## config.mk

```make
export PLATFORM = sky130hd
export DESIGN_NAME = prod_accumulator_flat
export DESIGN_NICKNAME = d
export VERILOG_FILES = /design/src/rtl/prod_acc_pkg.sv /design/src/rtl/prod_accumulator_if.sv /design/src/rtl/prod_acc_valid_dly.sv /design/src/rtl/prod_accumulator.sv /design/src/flat_wrapper.sv
export SDC_FILE = /design/constraint.sdc
export NUM_CORES = 1
export LEC_CHECK = 0
export CORE_MARGIN = 5
export CORE_UTILIZATION = 47
export DETAILED_ROUTE_END_ITERATION = 8
export DONT_BUFFER_PORTS = 1
export GPL_TIMING_DRIVEN = 0
export PLACE_DENSITY_LB_ADDON = 0.05
export SYNTH_ARGS = -nofsm -noshare
export SYNTH_HDL_FRONTEND = slang
export SYNTH_SLANG_ARGS = --single-unit
export TNS_END_PERCENT = 30
```

## constraint.sdc

```tcl
create_clock -name i_clock -period 2.75 [get_ports i_clock]
set_input_delay 0.1375 -clock i_clock [delete_from_list [all_inputs] [get_ports i_clock]]
set_output_delay 0.1375 -clock i_clock [all_outputs]
set_load 0.05 [all_outputs]
```

## src/rtl/prod_acc_pkg.sv

```systemverilog
// Shared types and helpers for the product accumulator.
// Saturation limits are returned as 64-bit patterns; callers truncate them
// to their accumulator width.
package prod_acc_pkg;

  typedef enum logic {
    ST_IDLE,
    ST_ACCUM
  } acc_state_e;

  // Largest representable value at the given width.
  function automatic logic [63:0] sat_max(input int unsigned width, input bit is_signed);
    logic [63:0] ones;
    ones = '1;
    if (is_signed) return ones >> (65 - width);
    return ones >> (64 - width);
  endfunction

  // Smallest representable value at the given width (two's-complement pattern).
  function automatic logic [63:0] sat_min(input int unsigned width, input bit is_signed);
    if (is_signed) return 64'd1 << (width - 1);
    return '0;
  endfunction

endpackage

```

## src/rtl/prod_accumulator_if.sv

```systemverilog
// Handshake and data bundle between the upstream multiplier, the
// accumulator and the downstream consumer of completed sums.
interface prod_accumulator_if #(
  parameter int WIDTHP   = 16,
  parameter int WIDTHACC = 20
);
  logic                i_clken;
  logic                i_in_valid;
  logic [WIDTHP-1:0]   i_product;
  logic                o_clken;
  logic                o_out_valid;
  logic                i_out_ready;
  logic [WIDTHACC-1:0] o_sum;
  logic                o_overflow;
  logic                o_busy;

  // Upstream/downstream side of the bundle.
  modport master (
    output i_clken, i_in_valid, i_product, i_out_ready,
    input  o_clken, o_out_valid, o_sum, o_overflow, o_busy
  );

  // Accumulator side of the bundle.
  modport slave (
    input  i_clken, i_in_valid, i_product, i_out_ready,
    output o_clken, o_out_valid, o_sum, o_overflow, o_busy
  );
endinterface

```

## src/rtl/prod_acc_valid_dly.sv

```systemverilog
// Enable-gated valid delay line that tracks operands through the upstream
// multiplier so the aligned valid arrives with its product.
module prod_acc_valid_dly #(
  parameter int PIPELINE = 2
) (
  input  logic i_clock,
  input  logic i_aclr,
  input  logic i_en,
  input  logic i_valid,
  output logic o_valid,
  output logic o_any
);

  if (PIPELINE == 0) begin : g_bypass
    logic unused_ok;
    assign unused_ok = ^{i_clock, i_aclr, i_en};
    assign o_valid   = i_valid;
    assign o_any     = 1'b0;
  end else begin : g_line
    logic [PIPELINE-1:0] dly_q, dly_d;

    // Shift the valid one stage per enabled clock; hold otherwise.
    always_comb begin
      dly_d = dly_q;
      if (i_en) begin
        dly_d[0] = i_valid;
        for (int unsigned i = 1; i < PIPELINE; i++) begin
          dly_d[i] = dly_q[i-1];
        end
      end
    end

    // Delay-line registers.
    always_ff @(posedge i_clock or posedge i_aclr) begin
      if (i_aclr) dly_q <= '0;
      else        dly_q <= dly_d;
    end

    assign o_valid = dly_q[PIPELINE-1];
    assign o_any   = |dly_q;
  end

endmodule

```

## src/rtl/prod_accumulator.sv

```systemverilog
// Accumulates NUM_TERMS multiplier products into one result with a
// valid/ready output and back-pressure onto the multiplier clock enable.
// Optional macro PROD_ACCUMULATOR_SAT_EN: clamp the accumulator on
// overflow instead of wrapping.
module prod_accumulator
  import prod_acc_pkg::*;
#(
  parameter int WIDTHP    = 16,
  parameter int WIDTHACC  = 20,
  parameter int NUM_TERMS = 4,
  parameter int PIPELINE  = 2,
  parameter bit SIGNED    = 1'b1
) (
  input logic              i_clock,
  input logic              i_aclr,
  prod_accumulator_if.slave bus
);

  localparam int unsigned CNT_W = (NUM_TERMS > 1) ? $clog2(NUM_TERMS) : 1;
  localparam logic [CNT_W-1:0] LAST_CNT = CNT_W'(NUM_TERMS - 1);

`ifdef PROD_ACCUMULATOR_SAT_EN
  localparam logic [WIDTHACC-1:0] SAT_MAX = WIDTHACC'(sat_max(WIDTHACC, SIGNED));
  localparam logic [WIDTHACC-1:0] SAT_MIN = WIDTHACC'(sat_min(WIDTHACC, SIGNED));
`endif

  acc_state_e          state_q, state_d;
  logic [CNT_W-1:0]    cnt_q, cnt_d;
  logic [WIDTHACC-1:0] acc_q, acc_d;
  logic                ovf_acc_q, ovf_acc_d;
  logic [WIDTHACC-1:0] sum_q, sum_d;
  logic                out_valid_q, out_valid_d;
  logic                overflow_q, overflow_d;

  logic                stall, clken, av, dly_any, adv, last_term;
  logic [WIDTHACC-1:0] ext_p, base, new_acc;
  logic [WIDTHACC:0]   sum_wide;
  logic                add_ovf;

  assign stall = out_valid_q & ~bus.i_out_ready;
  assign clken = bus.i_clken & ~stall;
  assign adv   = clken & av;

  prod_acc_valid_dly #(.PIPELINE(PIPELINE)) u_valid_dly (
    .i_clock (i_clock),
    .i_aclr  (i_aclr),
    .i_en    (clken),
    .i_valid (bus.i_in_valid),
    .o_valid (av),
    .o_any   (dly_any)
  );

  // Extend the product, add it to the running partial and detect/handle overflow.
  always_comb begin
    if (SIGNED) ext_p = WIDTHACC'($signed(bus.i_product));
    else        ext_p = WIDTHACC'(bus.i_product);
    base     = (state_q == ST_ACCUM) ? acc_q : '0;
    sum_wide = {1'b0, base} + {1'b0, ext_p};
    if (SIGNED) add_ovf = (base[WIDTHACC-1] == ext_p[WIDTHACC-1]) &&
                          (sum_wide[WIDTHACC-1] != base[WIDTHACC-1]);
    else        add_ovf = sum_wide[WIDTHACC];
    new_acc = sum_wide[WIDTHACC-1:0];
`ifdef PROD_ACCUMULATOR_SAT_EN
    // A signed overflow only happens with like-signed operands, so the
    // partial's sign picks the rail.
    if (add_ovf) begin
      if (SIGNED && base[WIDTHACC-1]) new_acc = SAT_MIN;
      else                            new_acc = SAT_MAX;
    end
`endif
  end

  // FSM, term counter, sticky overflow and output register next-state.
  always_comb begin
    state_d     = state_q;
    cnt_d       = cnt_q;
    acc_d       = acc_q;
    ovf_acc_d   = ovf_acc_q;
    sum_d       = sum_q;
    overflow_d  = overflow_q;
    out_valid_d = out_valid_q & ~bus.i_out_ready;
    last_term   = (cnt_q == LAST_CNT);
    if (adv) begin
      // IDLE always has cnt=0, so a single-term sum completes from IDLE.
      if (last_term) begin
        state_d     = ST_IDLE;
        cnt_d       = '0;
        acc_d       = '0;
        ovf_acc_d   = 1'b0;
        sum_d       = new_acc;
        overflow_d  = ((state_q == ST_ACCUM) & ovf_acc_q) | add_ovf;
        out_valid_d = 1'b1;
      end else begin
        state_d   = ST_ACCUM;
        cnt_d     = cnt_q + 1'b1;
        acc_d     = new_acc;
        ovf_acc_d = ((state_q == ST_ACCUM) & ovf_acc_q) | add_ovf;
      end
    end
  end

  // State registers.
  always_ff @(posedge i_clock or posedge i_aclr) begin
    if (i_aclr) begin
      state_q     <= ST_IDLE;
      cnt_q       <= '0;
      acc_q       <= '0;
      ovf_acc_q   <= 1'b0;
      sum_q       <= '0;
      out_valid_q <= 1'b0;
      overflow_q  <= 1'b0;
    end else begin
      state_q     <= state_d;
      cnt_q       <= cnt_d;
      acc_q       <= acc_d;
      ovf_acc_q   <= ovf_acc_d;
      sum_q       <= sum_d;
      out_valid_q <= out_valid_d;
      overflow_q  <= overflow_d;
    end
  end

  assign bus.o_clken     = clken;
  assign bus.o_out_valid = out_valid_q;
  assign bus.o_sum       = sum_q;
  assign bus.o_overflow  = overflow_q;
  assign bus.o_busy      = (state_q == ST_ACCUM) | dly_any;

endmodule

```

## src/flat_wrapper.sv

```systemverilog
// flat-port wrapper written by rule: the top's interface ports become plain ports
module prod_accumulator_flat import prod_acc_pkg::*;
#(
  parameter int WIDTHP    = 16,
  parameter int WIDTHACC  = 20,
  parameter int NUM_TERMS = 4,
  parameter int PIPELINE  = 2,
  parameter bit SIGNED    = 1'b1
)
  (i_clock, i_aclr, bus_i_clken, bus_i_in_valid, bus_i_product, bus_i_out_ready, bus_o_clken, bus_o_out_valid, bus_o_sum, bus_o_overflow, bus_o_busy);
  prod_accumulator_if #(.WIDTHP(WIDTHP), .WIDTHACC(WIDTHACC)) bus_i ();
  input logic i_clock;
  input logic i_aclr;
  input wire logic [$bits(bus_i.i_clken)-1:0] bus_i_clken;
  input wire logic [$bits(bus_i.i_in_valid)-1:0] bus_i_in_valid;
  input wire logic [$bits(bus_i.i_product)-1:0] bus_i_product;
  input wire logic [$bits(bus_i.i_out_ready)-1:0] bus_i_out_ready;
  output wire logic [$bits(bus_i.o_clken)-1:0] bus_o_clken;
  output wire logic [$bits(bus_i.o_out_valid)-1:0] bus_o_out_valid;
  output wire logic [$bits(bus_i.o_sum)-1:0] bus_o_sum;
  output wire logic [$bits(bus_i.o_overflow)-1:0] bus_o_overflow;
  output wire logic [$bits(bus_i.o_busy)-1:0] bus_o_busy;
  assign bus_i.i_clken = bus_i_clken;
  assign bus_i.i_in_valid = bus_i_in_valid;
  assign bus_i.i_product = bus_i_product;
  assign bus_i.i_out_ready = bus_i_out_ready;
  assign bus_o_clken = bus_i.o_clken;
  assign bus_o_out_valid = bus_i.o_out_valid;
  assign bus_o_sum = bus_i.o_sum;
  assign bus_o_overflow = bus_i.o_overflow;
  assign bus_o_busy = bus_i.o_busy;
  prod_accumulator #(.WIDTHP(WIDTHP), .WIDTHACC(WIDTHACC), .NUM_TERMS(NUM_TERMS), .PIPELINE(PIPELINE), .SIGNED(SIGNED)) u_core (.i_clock(i_clock), .i_aclr(i_aclr), .bus(bus_i));
endmodule
```

== Yosys cells after proc, flatten, opt, wreduce, memory -nomap -nowiden ==
Cells that the tools add are included.
Storage, ports and cells
  output and inout port bits: 24
  register bits after elaboration: 48
  word-level logic and storage cells: 31
  input port bits: 21
Cells by class
  add/sub/neg operators: 2
  reductions and logical operators: 3
  bitwise gates (word level): 8
  mux-type cells: 7
  eq/ne operators: 3
Operators by type and width (number)
  $mux 20: 2
  $add 20x20->20: 1
  $and 1x1->1: 4
  $mux 1: 4
  $add 2x1->2 const B: 1
  $eq 2x2->1 const B: 1
  $mux 2: 1
  $not 1->1: 2
  $or 1x1->1: 2
  $reduce_and 2->1: 1
  $reduce_or 2->1: 1
  $eq 1x1->1: 1
  $logic_and 1x1->1: 1
  $ne 1x1->1: 1

== Depth between registers and ports, before layout ==
Gate-level depths: netlist of run 1.
  word-level depth: 6
  gate-level depth with buffers: 12
  gate-level depth less buffers: 10

== Cells and area by module ==
A second synthesis of run 1 with hierarchy kept.
Second synthesis, totals
  cell total of the unflattened synthesis: 289
  area, all modules: 2957.8 um^2
By module, submodules not included
  prod_accumulator: area an instance 2875.3 um^2, instances 1, seq. area each 1151.1 um^2, cells each 283
  prod_acc_valid_dly: area an instance 82.6 um^2, instances 1, seq. area each 50.0 um^2, cells each 6

== Worst setup path before layout of run 1 ==
Ideal clock, no wire load.
  kind: reg-to-reg
  start: register u_core.state_q
  end: register u_core.acc_q[19]
  path buffers: 3
  data arrival time: 2751 ps
  cell stages (with the launch flop): 13
  path slack: -127 ps
  clock period less this slack: 2877 ps
  library setup time: 126 ps
  required time: 2624 ps
  path through: dfrtp_1 > buf_2 > clkbuf_1 > and2_1 > ha_1 > a21o_1 > a221o_1 > a21o_1 > or2_0 > buf_6 > o2111ai_4 > xnor2_1 > a221o_1
Between the ends
  longest elaborated chain between the ends: 3
RTL lines
  start, declared: RTL line prod_accumulator.sv:27  | acc_state_e state_q, state_d;
  start signal, assigned: RTL line prod_accumulator.sv:113  | state_q <= state_d;
  $mux 20: RTL line prod_accumulator.sv:57  | base = (state_q == ST_ACCUM) ? acc_q : '0;
  $add 20x20->20: RTL line prod_accumulator.sv:58  | sum_wide = {1'b0, base} + {1'b0, ext_p};
  $mux 20: RTL line prod_accumulator.sv:85  | if (last_term) begin
  end signal, assigned: RTL line prod_accumulator.sv:107  | acc_q <= '0;
  end signal, assigned: RTL line prod_accumulator.sv:115  | acc_q <= acc_d;
  end, declared: RTL line prod_accumulator.sv:29  | logic [WIDTHACC-1:0] acc_q, acc_d;
Every way passes these cells.
A chain may end at the register's enable or synchronous reset.

== Worst setup path after layout of run 1 ==
  start: register u_core.state_q
  end: register u_core.ovf_acc_q
Between the ends
  longest elaborated chain between the ends: 6
  elaborated cells on any way between the ends: 8
  classes of those cells: add/sub: 1; eq/ne: 2; mux: 2; bitwise: 2; reduce/logical: 1
RTL lines
  $mux 20: RTL line prod_accumulator.sv:57
  $add 20x20->20: RTL line prod_accumulator.sv:58
  $ne 1x1->1: RTL line prod_accumulator.sv:60  | (sum_wide[WIDTHACC-1] != base[WIDTHACC-1]);
  $logic_and 1x1->1: RTL line prod_accumulator.sv:59  | if (SIGNED) add_ovf = (base[WIDTHACC-1] == ext_p[WIDTHACC-1]) &&
  $or 1x1->1 *: RTL line prod_accumulator.sv:97  | ovf_acc_d = ((state_q == ST_ACCUM) & ovf_acc_q) | add_ovf;
  $mux 1 *: RTL line prod_accumulator.sv:85
  end signal, assigned: RTL line prod_accumulator.sv:116  | ovf_acc_q <= ovf_acc_d;
  end, declared: RTL line prod_accumulator.sv:30  | logic ovf_acc_q, ovf_acc_d;
Every way passes the cells marked *; elsewhere a longest branch is shown, timed or not.

==> summary.txt, run 1 <==
nets@finish -> 354
met3 routed WL -> 426 um
antenna-violating nets left -> 0
ys flop type -> dfrtp_1
Simple-Gate Fraction of Synth Area -> 13.9%
Synth async-reset ratio -> 100%
Sink Count -> 48
vias in the first global route -> 2157
Top Ports -> 45
DIE HEIGHT -> 88.4 um
R2R depth -> 12
post-DP HPWL -> 4.71 mm
drt pass-1 iters -> 4
Least-Margin Pin Slew -> 657 ps
Final Hold Fails -> 0
Num CTS Buffers -> 5
Pwr Total -> 4930 uW
num rows -> 28
synth top area cells -> dfrtp_1 42%, ha_1 8.7%, mux2_2 6.6%
clock root buffer master -> clkbuf_8
max_cap viols -> 0
# setup viols final -> 6
WP data required -> 2920 ps
VDD IR max -> 0.676 mV
Mapped Nets -> 328
status -> finished, violations left
FF-to-FF End -> u_core.ovf_acc_q
largest family of logic cells by synthesized area -> compound AO/OA/AOI/OAI gates
P_leak -> 0.00154 uW
met2 wire len -> 3.15 mm
Syn Inst Count -> 286
Hold Crit Start -> bus_i_out_ready
switching share of power -> 46.3%
CP Launch Type -> flip-flop
top cell type by total area after synthesis -> dfrtp_1
Post-Layout Cell Count -> 388
clock tree buffer depth -> 2
initial drt markers -> 72
drt wl/cell -> 17.3 um
Worst Path Arrival -> 3050 ps
placed cell count -> 362
failing checks -> negative setup slack
Die Wd -> 88.4 um
post-synth cell types -> 41
RSZ-0062 raised after global routing -> true
DRC viols -> 0
Synth Area in Adders -> 9.35%
Max Fclk -> 347 MHz
mean post-synth cell area -> 10.1 um2
Synth Area in XOR/XNOR -> 5.76%
Comb pwr share -> 53.2%
Critical Path Source -> u_core.state_q
Worst Clk Skew -> 6.48 ps
Core ar. -> 5960 um2
P per Cell Area -> 1420 nW/um2
TritonCTS clock tree -> yes
worst setup margin -> -133 ps
clock power share -> 11.4%
flop2flop setup slack -> -130 ps
DRT Wirelength -> 6.72 mm
CTS H-tree lvls -> 2
Mapped Area -> 2890 um2
FF-to-FF Start -> u_core.state_q
slew margin rel. -> 56.2%
wl on met1 -> 3.09 mm
WHS Endpoint -> u_core.bus.o_out_valid
post-synth top area share -> 41.6%
gr usage total -> 18.2%
Final period util -> 105%
CTS clk-pin slew, worst paths -> 90 ps
grt total ovfl -> 0
WS Path Type -> reg -> reg
Worst-Skew Late Latency -> 300 ps
critical-path maximum fanout -> 5
Via density -> 5.63
Inserted Diodes -> 0
Compound-Gate Fraction of Synth Area -> 20.1%
Die ar. -> 7820 um2
Pint -> 2650 uW
hold depth -> 2
Seq/Total Area, Yosys -> 41.6%
total number of vias -> 2183
number of port buffers -> 0
share of layout cells above drive strength 1 -> 24.9%
sequential share of power -> 35.4%
register bit total from synthesis -> 48
NetSw -> 2280 uW
worst hold path class -> in -> reg
global-route wire length before repair -> 11.0 mm
Period minus WS final -> 2880 ps
post-synthesis mux area share -> 6.97%
area delta synth->final -> 19.7%
CP Capture Type -> flip-flop
Post-synth EDFFs -> 0
Slew Viols, Final -> 0
largest net degree at the start of global routing -> 31
Top Metal Used -> met4
Yosys warning count -> 0
starting density of the core -> 48.5%
# fillers -> 537
initial antenna violation count -> 0
routability cong. -> 0.845
## area by class of cell
cell class / count / area (um2) / area share, %
Tap cell: 75 / 93.8 / 2.71
Sequential cell: 48 / 1200 / 34.7
Inverter: 2 / 7.51 / 0.217
Clock inverter: 1 / 30.0 / 0.868
Timing Repair Buffer: 19 / 160 / 4.63
Clock buffer: 7 / 96.3 / 2.78
Buffer: 14 / 91.3 / 2.64
Multi-Input combinational cell: 222 / 1780 / 51.4
## through the flow
stage / hold WS [ps] / setup slack (ps) / utilization [%] / setup TNS [ps] / instance area, um2
2_1_floorplan: 289 / 0.284 / - / 0 / 2950
5_1_grt: 47.5 / -260 / 58.1 / -2020 / 3460
3_3_place_gp: 300 / -382 / 51.2 / -4490 / 3050
6_report: 34.8 / -133 / 58.1 / -435 / 3460
4_1_cts: 16.4 / -199 / 56.6 / -753 / 3370
3_5_place_dp: 51.3 / -382 / 51.5 / -4270 / 3070
## Yosys cell counts (3+ instances only)
library cell	count
a21o_1	7
dfrtp_1	48
a31oi_1	4
nor2_1	6
ha_1	20
o21ai_0	20
and2_1	22
and3_1	4
a22o_1	12
o31ai_1	6
xor2_1	8
a21oi_1	21
clkbuf_1	12
mux2_2	17
xnor2_1	11
nand2b_1	3
o21a_1	3
nand2_1	31
## layer usage
layer,track usage (%),vias to the layer above
met4,3.71,0
met1,24.4,1053
met5,0,-
li1,-,1086
met3,5.21,5
met2,29.5,39
## how the worst max path moves through the flow
stage / to / slack [ps] / cells after the start
4_1_cts: u_core.ovf_acc_q / -200 / 12
6_report: u_core.ovf_acc_q / -130 / 12
2_1_floorplan: u_core.acc_q[19] / 0.3 / 12
3_5_place_dp: u_core.bus.o_sum[18] / -380 / 12
5_1_grt: u_core.ovf_acc_q / -260 / 12
3_3_place_gp: u_core.bus.o_sum[18] / -380 / 12
## critical path: stages, from the launching register on
cell	delay (ps)
dfrtp_1	380
buf_6	140
buf_8	120
and2_4	130
ha_4	220
and3_4	180
a221o_1	330
a21o_1	200
or2_1	220
buf_6	140
a311oi_4	290
mux2i_2	300
o31ai_1	90
## power groups by stage
stage,Combinational [uW],Sequential (uW),Clock (uW)
finish,2620,1740,562
global route,2920,1790,604
global placement,2180,1750,0
floorplan,1820,1700,0
detailed placement,2210,1760,0
CTS,2470,1750,580
## kinds of logic after synthesis
family / after synthesis
xor+xnor: 19
buf+inv: 16
flops: 48
simple gates: 79
mux: 18
fa+ha+maj: 21
compound gates: 85
## registers in the layout, summed over array words and instances (netlist names)
register	count
u_core.bus.o_overflow	1
u_core.cnt_q	2
u_core.state_q	1
u_core.bus.o_out_valid	1
u_core.ovf_acc_q	1
u_core.bus.o_sum	20
u_core.u_valid_dly.g_line.dly_q	2
u_core.acc_q	20
## what timing repair did
action                                  CTS  global route
hold buffers                              2             0
pin swaps                                13            10
gates cloned                              1             0
gates resized for setup                  21            19
setup buffers                            11             4
endpoints found under the setup margin   26            22
hold endpoints to repair                 19             0
## cells in the final DEF (no fill, tap or decap), types with 7 or more instances in the layout
cell	synthesis	final
a21o_1	7	7
a21oi_1	21	16
a22o_1	12	12
and2_1	22	17
buf_4	0	15
clkbuf_1	12	9
clkbuf_8	0	7
dfrtp_1	48	48
ha_1	20	13
mux2_2	17	17
nand2_1	31	31
o21ai_0	20	12
xnor2_1	11	10
xor2_1	8	8
Power figures use the tool's default switching activity.
==> inputs of run 2 (changes only) <==
==> constraint.sdc (replaced) <==
create_clock -name i_clock -period 2.75 [get_ports i_clock]
set_input_delay 0.4125 -clock i_clock [delete_from_list [all_inputs] [get_ports i_clock]]
set_output_delay 0.4125 -clock i_clock [all_outputs]
set_load 0.05 [all_outputs]
==> run 2 against run 1 <==
Compared with the run above:
- the flow still finishes with violations (negative setup slack)
- sequential cell count did not move
- final area fell by 0.29%
- global-route usage barely moved
- clock skew barely moved
- count of clock-buffer cells in the layout did not move
- maximum frequency barely moved
- first-iteration DRC count rose by 32%
- critical path type unchanged
==> summary.txt, run 2 (synthesized netlist as in run 1, its figures left out) <==
status -> finished, violations left
failing checks -> negative setup slack
Slew Viols, Final -> 0
critical-path maximum fanout -> 5
Worst-Skew Late Latency -> 300 ps
post-DP HPWL -> 4.71 mm
most frequent cell on the critical path -> buf_6
grt total ovfl -> 0
worst setup margin -> -134 ps
Crit-path slowest cell -> dfrtp_1
Worst Clk Skew -> 6.48 ps
Period minus WS final -> 2880 ps
DRC viols -> 0
# fillers -> 538
CP Launch Type -> flip-flop
Pwr Total -> 4930 uW
critical-path cell list -> buf_6, buf_8, and2_4, ha_4, and3_4, a221o_1, a21o_1, or2_1, buf_6, a311oi_4, mux2i_2, o31ai_1
Die Wd -> 88.4 um
nets@finish -> 353
most frequent cells in the layout -> 48 x dfrtp_1, 31 x nand2_1, 17 x and2_1, 17 x mux2_2, 16 x a21oi_1
DRT Wirelength -> 6.71 mm
global-route wire length before repair -> 10.9 mm
initial drt markers -> 95
num rows -> 28
slew margin rel. -> 56.2%
starting density of the core -> 48.5%
gr usage total -> 18.2%
WS Path Type -> reg -> reg
most common cell after layout, fill and taps aside -> dfrtp_1
Via density -> 5.59
clock root buffer master -> clkbuf_8
number of port buffers -> 0
drt wl/cell -> 17.3 um
CP max stage delay -> 380 ps
footprint of the multi-input gates -> 1780 um2
# setup viols final -> 5
RSZ-0062 raised after global routing -> true
largest net degree at the start of global routing -> 31
FF+latch area -> 1200 um2
total number of vias -> 2165
max_cap viols -> 0
Top Ports -> 45
Num CTS Buffers -> 5
Core ar. -> 5960 um2
Die ar. -> 7820 um2
worst hold path class -> in -> reg
DIE HEIGHT -> 88.4 um
routability cong. -> 0.845
Worst Path Arrival -> 3050 ps
P per Cell Area -> 1430 nW/um2
drt pass-1 iters -> 4
Inserted Diodes -> 0
TritonCTS clock tree -> yes
P_leak -> 0.00154 uW
vias in the first global route -> 2154
CP Capture Type -> flip-flop
Least-Margin Pin Slew -> 657 ps
CTS clk-pin slew, worst paths -> 90 ps
area delta synth->final -> 19.4%
clock tree buffer depth -> 2
antenna-violating nets left -> 0
Final period util -> 105%
Final Hold Fails -> 0
Sink Count -> 48
CTS H-tree lvls -> 2
initial antenna violation count -> 0
VDD IR max -> 0.676 mV
Max Fclk -> 347 MHz
sum of negative setup slack -> -438 ps
WP data required -> 2920 ps
share of layout cells above drive strength 1 -> 25.0%
run 2: cell types whose count changed in the layout (fill, tap and decap cells not counted), sizes merged:
cell and change:
dlygate4sd3 -1
run 2: cell type report:
class / count / area share (%)
multi-input cells: 222 / 51.6
flip-flops and latches: 48 / 34.8
repair buffers: 18 / 4.35
clock buffers: 7 / 2.79
well taps: 75 / 2.72
plain buffers: 14 / 2.65
clock inverters: 1 / 0.871
inverters: 2 / 0.218
run 2: repair_timing:
item,4_1_cts,5_1_grt
buffers inserted,11,4
cloned,1,0
endpoints found under the hold margin,9,0
setup endpoints to repair,26,22
gates resized for setup,21,19
pin swaps,13,10
hold buffers,1,0
run 2: power by group:
part | total [uW] | internal, uW | switching (uW)
logic | 2620 | 1310 | 1310
registers | 1740 | 1020 | 727
clock network | 562 | 321 | 241
total | 4930 | 2650 | 2280
run 2: worst paths after layout:
check / startpoint / to / slack (ps) / depth (start not counted)
max: u_core.state_q / u_core.ovf_acc_q / -130 / 12
min: bus_i_in_valid / u_core.u_valid_dly.g_line.dly_q[0] / 260 / 1
max reg2reg: u_core.state_q / u_core.ovf_acc_q / -130 / 12
min reg2reg: u_core.acc_q[11] / u_core.acc_q[11] / 470 / 2
max in group asynchronous: i_aclr / u_core.acc_q[7] / 1680 / 3
min in group asynchronous: i_aclr / u_core.u_valid_dly.g_line.dly_q[1] / 560 / 2
run 2: per-layer routing:
metal / wire length (um) / GRT usage [%]
met1: 3120 / 24.3
met2: 3140 / 29.5
met3: 402 / 5.21
met4: 50 / 3.71
met5: 0 / 0
run 2: metrics by stage:
step / hold slack (ps) / area (um2) / utilization, % / std cells / setup slack [ps]
floorplan: 440 / 2950 / - / 286 / 0.284
global placement: 451 / 3050 / 51.2 / 361 / -382
detailed placement: 326 / 3070 / 51.5 / 362 / -382
CTS: 253 / 3360 / 56.5 / 383 / -199
global route: 251 / 3450 / 57.9 / 387 / -260
finish: 261 / 3450 / 57.9 / 387 / -134
run 2: critical path: cells and delay by family, from the launching register on:
kind | cells | cell delay, ps
AO/OA/AOI/OAI | 4 | 910
AND/OR/NAND/NOR | 3 | 540
buffers and inverters | 3 | 400
flip-flops | 1 | 380
multiplexers | 1 | 300
adder cells (fa/ha/maj) | 1 | 220
